### config.mk
export PLATFORM = sky130hd
export DESIGN_NAME = operand_feeder
export DESIGN_NICKNAME = d
export VERILOG_FILES = /design/src/rtl/operand_feeder.sv
export SDC_FILE = /design/constraint.sdc
export NUM_CORES = 1
export LEC_CHECK = 0
export CORE_ASPECT_RATIO = 0.9
export CORE_MARGIN = 10
export CORE_UTILIZATION = 50
export CTS_CLUSTER_DIAMETER = 60
export DETAILED_ROUTE_END_ITERATION = 6
export HOLD_SLACK_MARGIN = 0.15
export PLACE_DENSITY = 0.72
export SETUP_SLACK_MARGIN = 0.5
export SYNTH_ARGS = -nofsm -noshare
export SYNTH_HDL_FRONTEND = slang
export SYNTH_SLANG_ARGS = --single-unit
### constraint.sdc
create_clock -name CLK -period 3.6 [get_ports CLK]
set_clock_uncertainty 0.05 [all_clocks]
set_input_delay 0.72 -clock CLK [delete_from_list [all_inputs] [get_ports CLK]]
set_output_delay 0.72 -clock CLK [all_outputs]
set_load 0.005 [all_outputs]
### src/rtl/operand_feeder.sv
// Operand feeder: in-order FIFO of operand pairs with registered outputs toward a logic-op stage.
// Defining OPERAND_FEEDER_SWEEP_EN adds an exhaustive {MULTI,MULTI2} sweep generator.
module operand_feeder #(
    parameter int WIDTH = 3,
    parameter int DEPTH = 4
) (
    input  logic                   CLK,
    input  logic                   RST_X,
    input  logic                   IN_VALID,
    output logic                   IN_READY,
    input  logic [WIDTH-1:0]       IN_A,
    input  logic [WIDTH-1:0]       IN_B,
    output logic                   OUT_VALID,
    input  logic                   OUT_READY,
    output logic [WIDTH-1:0]       MULTI,
    output logic [WIDTH-1:0]       MULTI2,
    output logic [$clog2(DEPTH):0] COUNT
`ifdef OPERAND_FEEDER_SWEEP_EN
    ,
    input  logic                   SWEEP_START,
    output logic                   SWEEP_BUSY
`endif
);
    localparam int PW = $clog2(DEPTH);
    localparam int CW = PW + 1;
    localparam int DW = 2 * WIDTH;

`ifdef OPERAND_FEEDER_SWEEP_EN
    typedef enum logic [1:0] {IDLE = 2'd0, STREAM = 2'd1, SWEEP = 2'd2} state_t;
`else
    typedef enum logic [0:0] {IDLE = 1'b0, STREAM = 1'b1} state_t;
`endif

    state_t         state_r;
    state_t         state_nxt_s;
    logic [DW-1:0]  mem_r [DEPTH];
    logic [PW-1:0]  wr_ptr_r;
    logic [PW-1:0]  rd_ptr_r;
    logic [PW-1:0]  rd_ptr_nxt_s;
    logic [CW-1:0]  count_r;
    logic [CW-1:0]  count_nxt_s;
    logic           ready_r;
    logic           ready_nxt_s;
    logic           out_valid_r;
    logic           out_valid_nxt_s;
    logic [DW-1:0]  out_pair_r;
    logic [DW-1:0]  out_pair_nxt_s;
    logic [DW-1:0]  sweep_pair_s;
    logic           sweep_nxt_s;
    logic           push_s;
    logic           pop_s;
    logic           out_xfer_s;
`ifdef OPERAND_FEEDER_SWEEP_EN
    logic [DW-1:0]  sweep_cnt_r;
    logic [DW-1:0]  sweep_cnt_nxt_s;

    assign sweep_nxt_s  = (state_nxt_s == SWEEP);
    assign sweep_pair_s = sweep_cnt_nxt_s;
    assign SWEEP_BUSY   = (state_r == SWEEP);
`else
    assign sweep_nxt_s  = 1'b0;
    assign sweep_pair_s = {DW{1'b0}};
`endif

    // Ready is held low during reset regardless of the registered fullness flag.
    assign IN_READY   = ready_r & RST_X;
    assign push_s     = IN_VALID & IN_READY;
    assign out_xfer_s = out_valid_r & OUT_READY;

    assign OUT_VALID  = out_valid_r;
    assign MULTI      = out_pair_r[DW-1:WIDTH];
    assign MULTI2     = out_pair_r[WIDTH-1:0];
    assign COUNT      = count_r;

    // Next-state logic; a push in IDLE takes priority over a sweep request.
    always_comb begin
        state_nxt_s = state_r;
        pop_s       = 1'b0;
`ifdef OPERAND_FEEDER_SWEEP_EN
        sweep_cnt_nxt_s = sweep_cnt_r;
`endif
        case (state_r)
            IDLE: begin
                if (push_s) begin
                    state_nxt_s = STREAM;
`ifdef OPERAND_FEEDER_SWEEP_EN
                end else if (SWEEP_START) begin
                    state_nxt_s = SWEEP;
`endif
                end else begin
                    state_nxt_s = IDLE;
                end
            end
            STREAM: begin
                pop_s = out_xfer_s;
                if (pop_s && !push_s && (count_r == CW'(1))) begin
                    state_nxt_s = IDLE;
                end else begin
                    state_nxt_s = STREAM;
                end
            end
`ifdef OPERAND_FEEDER_SWEEP_EN
            SWEEP: begin
                if (out_xfer_s) begin
                    if (sweep_cnt_r == {DW{1'b1}}) begin
                        state_nxt_s     = IDLE;
                        sweep_cnt_nxt_s = {DW{1'b0}};
                    end else begin
                        state_nxt_s     = SWEEP;
                        sweep_cnt_nxt_s = sweep_cnt_r + DW'(1);
                    end
                end else begin
                    state_nxt_s = SWEEP;
                end
            end
`endif
            default: begin
                state_nxt_s = IDLE;
            end
        endcase
    end

    // FIFO bookkeeping and the value the output register takes after this edge.
    always_comb begin
        rd_ptr_nxt_s    = rd_ptr_r;
        count_nxt_s     = count_r;
        out_pair_nxt_s  = {DW{1'b0}};
        out_valid_nxt_s = 1'b0;
        if (pop_s) begin
            rd_ptr_nxt_s = rd_ptr_r + PW'(1);
        end else begin
            rd_ptr_nxt_s = rd_ptr_r;
        end
        case ({push_s, pop_s})
            2'b10:   count_nxt_s = count_r + CW'(1);
            2'b01:   count_nxt_s = count_r - CW'(1);
            default: count_nxt_s = count_r;
        endcase
        if (sweep_nxt_s) begin
            out_valid_nxt_s = 1'b1;
            out_pair_nxt_s  = sweep_pair_s;
        end else if (count_nxt_s != {CW{1'b0}}) begin
            out_valid_nxt_s = 1'b1;
            // The new head may be the pair being written on this very edge.
            if (push_s && (wr_ptr_r == rd_ptr_nxt_s)) begin
                out_pair_nxt_s = {IN_A, IN_B};
            end else begin
                out_pair_nxt_s = mem_r[rd_ptr_nxt_s];
            end
        end else begin
            out_valid_nxt_s = 1'b0;
            out_pair_nxt_s  = {DW{1'b0}};
        end
        ready_nxt_s = (count_nxt_s < CW'(DEPTH)) && !sweep_nxt_s;
    end

    // Control and output registers with synchronous active-low reset.
    always_ff @(posedge CLK) begin
        if (!RST_X) begin
            state_r     <= IDLE;
            wr_ptr_r    <= {PW{1'b0}};
            rd_ptr_r    <= {PW{1'b0}};
            count_r     <= {CW{1'b0}};
            ready_r     <= 1'b1;
            out_valid_r <= 1'b0;
            out_pair_r  <= {DW{1'b0}};
`ifdef OPERAND_FEEDER_SWEEP_EN
            sweep_cnt_r <= {DW{1'b0}};
`endif
        end else begin
            state_r     <= state_nxt_s;
            wr_ptr_r    <= push_s ? (wr_ptr_r + PW'(1)) : wr_ptr_r;
            rd_ptr_r    <= rd_ptr_nxt_s;
            count_r     <= count_nxt_s;
            ready_r     <= ready_nxt_s;
            out_valid_r <= out_valid_nxt_s;
            out_pair_r  <= out_pair_nxt_s;
`ifdef OPERAND_FEEDER_SWEEP_EN
            sweep_cnt_r <= sweep_cnt_nxt_s;
`endif
        end
    end

    // Pair storage; entries are only read once COUNT says they were written.
    always_ff @(posedge CLK) begin
        if (push_s) begin
            mem_r[wr_ptr_r] <= {IN_A, IN_B};
        end
    end

endmodule

==> qor.csv <==
metric,value,unit
status,"finished, final reports clean",
Ports,21,
syn_nets,194,
Synth Flop Type,edfxtp_1,
crit end category,flop,
CP Launch Type,primary input,
Via density,6.23,
final instance area,2360,µm²
ANT cells,0,
Clock Path Buffers,2,
Initial DRT Pass Iterations,5,
effective utilization at floorplan,52.8,%
die width,86.8,µm
HPWL Detailed,3.21,mm
initial antenna violation count,0,
Maximum Capacitance Violations,0,
f_max,0.341,GHz
Post-layout nets,215,
clock root cell,clkbuf_8,
routed vias,1514,
worst min-delay path category,reg -> reg,
Synth top area share,35.8,%
hold_ws,0.487,ns
CTS Buf Count,5,
pin count of the biggest net entering global routing,28,
grt ovf,0,
dpl cell area,2240,µm²
DIE AREA,6960,µm²
Leak,0.000814,µW
CTS tree,built,
Worst EP arrival,3.08,ns
total internal power,770,µW
RSZ-0062 raised after global routing,no,
maximum VDD drop,0.254,mV
Sum Neg Setup Slack,0,ns
"Setup violations, final",0,
Yosys cell types,42,
clock-pin slew on the worst setup and hold paths,0.08,ns
logic gate share of total power,13.3,%
pwr/cell area,429,nW/µm²
top-count cell post-synth,edfxtp_1,
minimum clock period,2.94,ns
first-pass GRT wire length,7.32,mm
vias in the first global route,1451,
die height,80.2,µm
Synth area leader,edfxtp_1,
Tightest Pin Transition,0.745,ns
clock share of power,35.4,%
Mapped Cells,175,
Slowest Stage Delay on Critical Path,0.57,ns
layout cell share with drive strength beyond 1,13.7,%
slowest CP cell,clkdlybuf4s50_1,
fraction of registers with async set/reset,0,%
Final Wtd Congestion,0.788,
row cnt,21,
Clock Sinks,40,
total power,1010,µW
Hold Buf Count CTS,0,
Net Sw Frac,23.7,%
area delta synth->final,17.2,%
final cycle utilization of the critical path,81.6,%
GRT Resource Usage Total,13.4,%
Rel. slew slack,50.3,%
sequential share of power,51.3,%
Port Buf Inserts,20,
Yosys reg bits,40,
Final Slew Violations,0,
Post-DRT Antenna Nets,0,
synthesis warning total,0,
Avg Inst Size Synth,11.5,µm²
number of synthesized flops with an enable pin,24,
WL final,4.49,mm
crit path cell chain,clkdlybuf4s50_1 -> and2_1 -> nand2_1 -> ha_2 -> or3b_2 -> o311ai_1 -> a41oi_2 -> o31ai_1 -> nor2_1,
Final Hold Fails,0,
"Req. time, crit path",3.74,ns
sequential element share of the synthesized area,51.8,%
core area,3810,µm²
synth top area cells,"edfxtp_1, dfxtp_1, ha_1, mux2_2, o21ai_0",
clock latency on the worst-skew pair,0.30,ns
Crit Path Category,in -> reg,
largest fanout on the critical path,10,
synth cell count leaders,"edfxtp_1, dfxtp_1, o21ai_0",
total setup buffers inserted after CTS,0,
H-tree depth,2,
DR iter-0 viols,164,
residual DRC count,0,
WL/cell,18.5,µm
Psw,239,µW
post-synthesis instance area,2010,µm²
cells in the final DEF (no fill, tap or decap), types with 2 or more instances in the layout:
cell type / instances
a22oi_1: 5
nor3b_1: 6
o221ai_1: 6
ha_1: 8
nand2_1: 10
nand4b_1: 2
nand3_1: 3
clkbuf_8: 5
edfxtp_1: 24
nor3_1: 6
and2_1: 6
inv_1: 8
o31ai_1: 7
o22ai_1: 6
mux2_2: 7
o21ai_0: 12
buf_4: 4
clkdlybuf4s50_1: 20
nor2_1: 10
xnor2_1: 2
dfxtp_1: 16
clkinv_1: 2
flip-flops by register name (all words and copies together), names as in the netlist:
name and cells:
ready_r 1, rd_ptr_r 2, OUT_VALID 1, state_r 1
wr_ptr_r 2, mem_r 24, COUNT 3, out_pair_r 6
routing by layer:
layer  track usage [%]  routed length, µm
met4              7.12                 67
met2              20.1               2080
met1              17.1               1950
met3              3.63                394
met5                 0                  0
cells by family after synthesis:
group / after synthesis / share of synthesized area (%)
AND/OR/NAND/NOR: 49 / 13.8
AO/OA/AOI/OAI: 47 / 17.1
flip-flops: 40 / 51.8
buffers and inverters: 19 / 5.10
adder cells (fa/ha/maj): 9 / 5.60
multiplexers: 7 / 3.92
XOR/XNOR: 4 / 2.68
timing repair:
| action | CTS | global route |
|---|---|---|
| gates resized for setup | 1 | 3 |
| endpoints found under the setup margin | 6 | 6 |
| pin swaps | 0 | 0 |
power groups by stage:
stage                     Combinational [µW]  Clock [µW]  Sequential, µW
after global placement                   126           0             527
after global routing                     148         383             521
after CTS                                132         363             518
after floorplan                         79.8           0             525
after detailed placement                 131           0             528
final                                    134         358             518
worst paths after layout:
check	start	end	slack (ns)	depth (start not counted)
worst max-delay path	RST_X	out_pair_r[2]	0.66	9
worst min-delay path	state_r	state_r	0.49	2
worst max register to register	OUT_VALID	out_pair_r[2]	1.26	8
worst min register to register	state_r	state_r	0.49	2
metrics by stage:
step	utilization, %	std cells	setup slack [ns]
2_1_floorplan	-	175	0.817
3_3_place_gp	58.9	235	0.288
3_5_place_dp	58.9	235	0.152
4_1_cts	61.7	243	0.585
5_1_grt	61.8	243	0.535
6_report	61.8	243	0.664
area by class of cell:
type	count	area [µm²]
fillers	297	1450
flip-flops and latches	40	1040
multi-input cells	116	875
repair buffers	24	230
clock buffers	5	68.8
well taps	46	57.6
inverters	9	46.3
clock inverters	3	37.5
critical path: cells and delay by family:
family                     cells  cell delay [ns]
and+or+nand+nor                4             0.83
AOI/OAI and AO/OA              3             0.52
adders and majority gates      1             0.43
buffers and inverters          1             0.57
(Power assumes the default switching activity.)
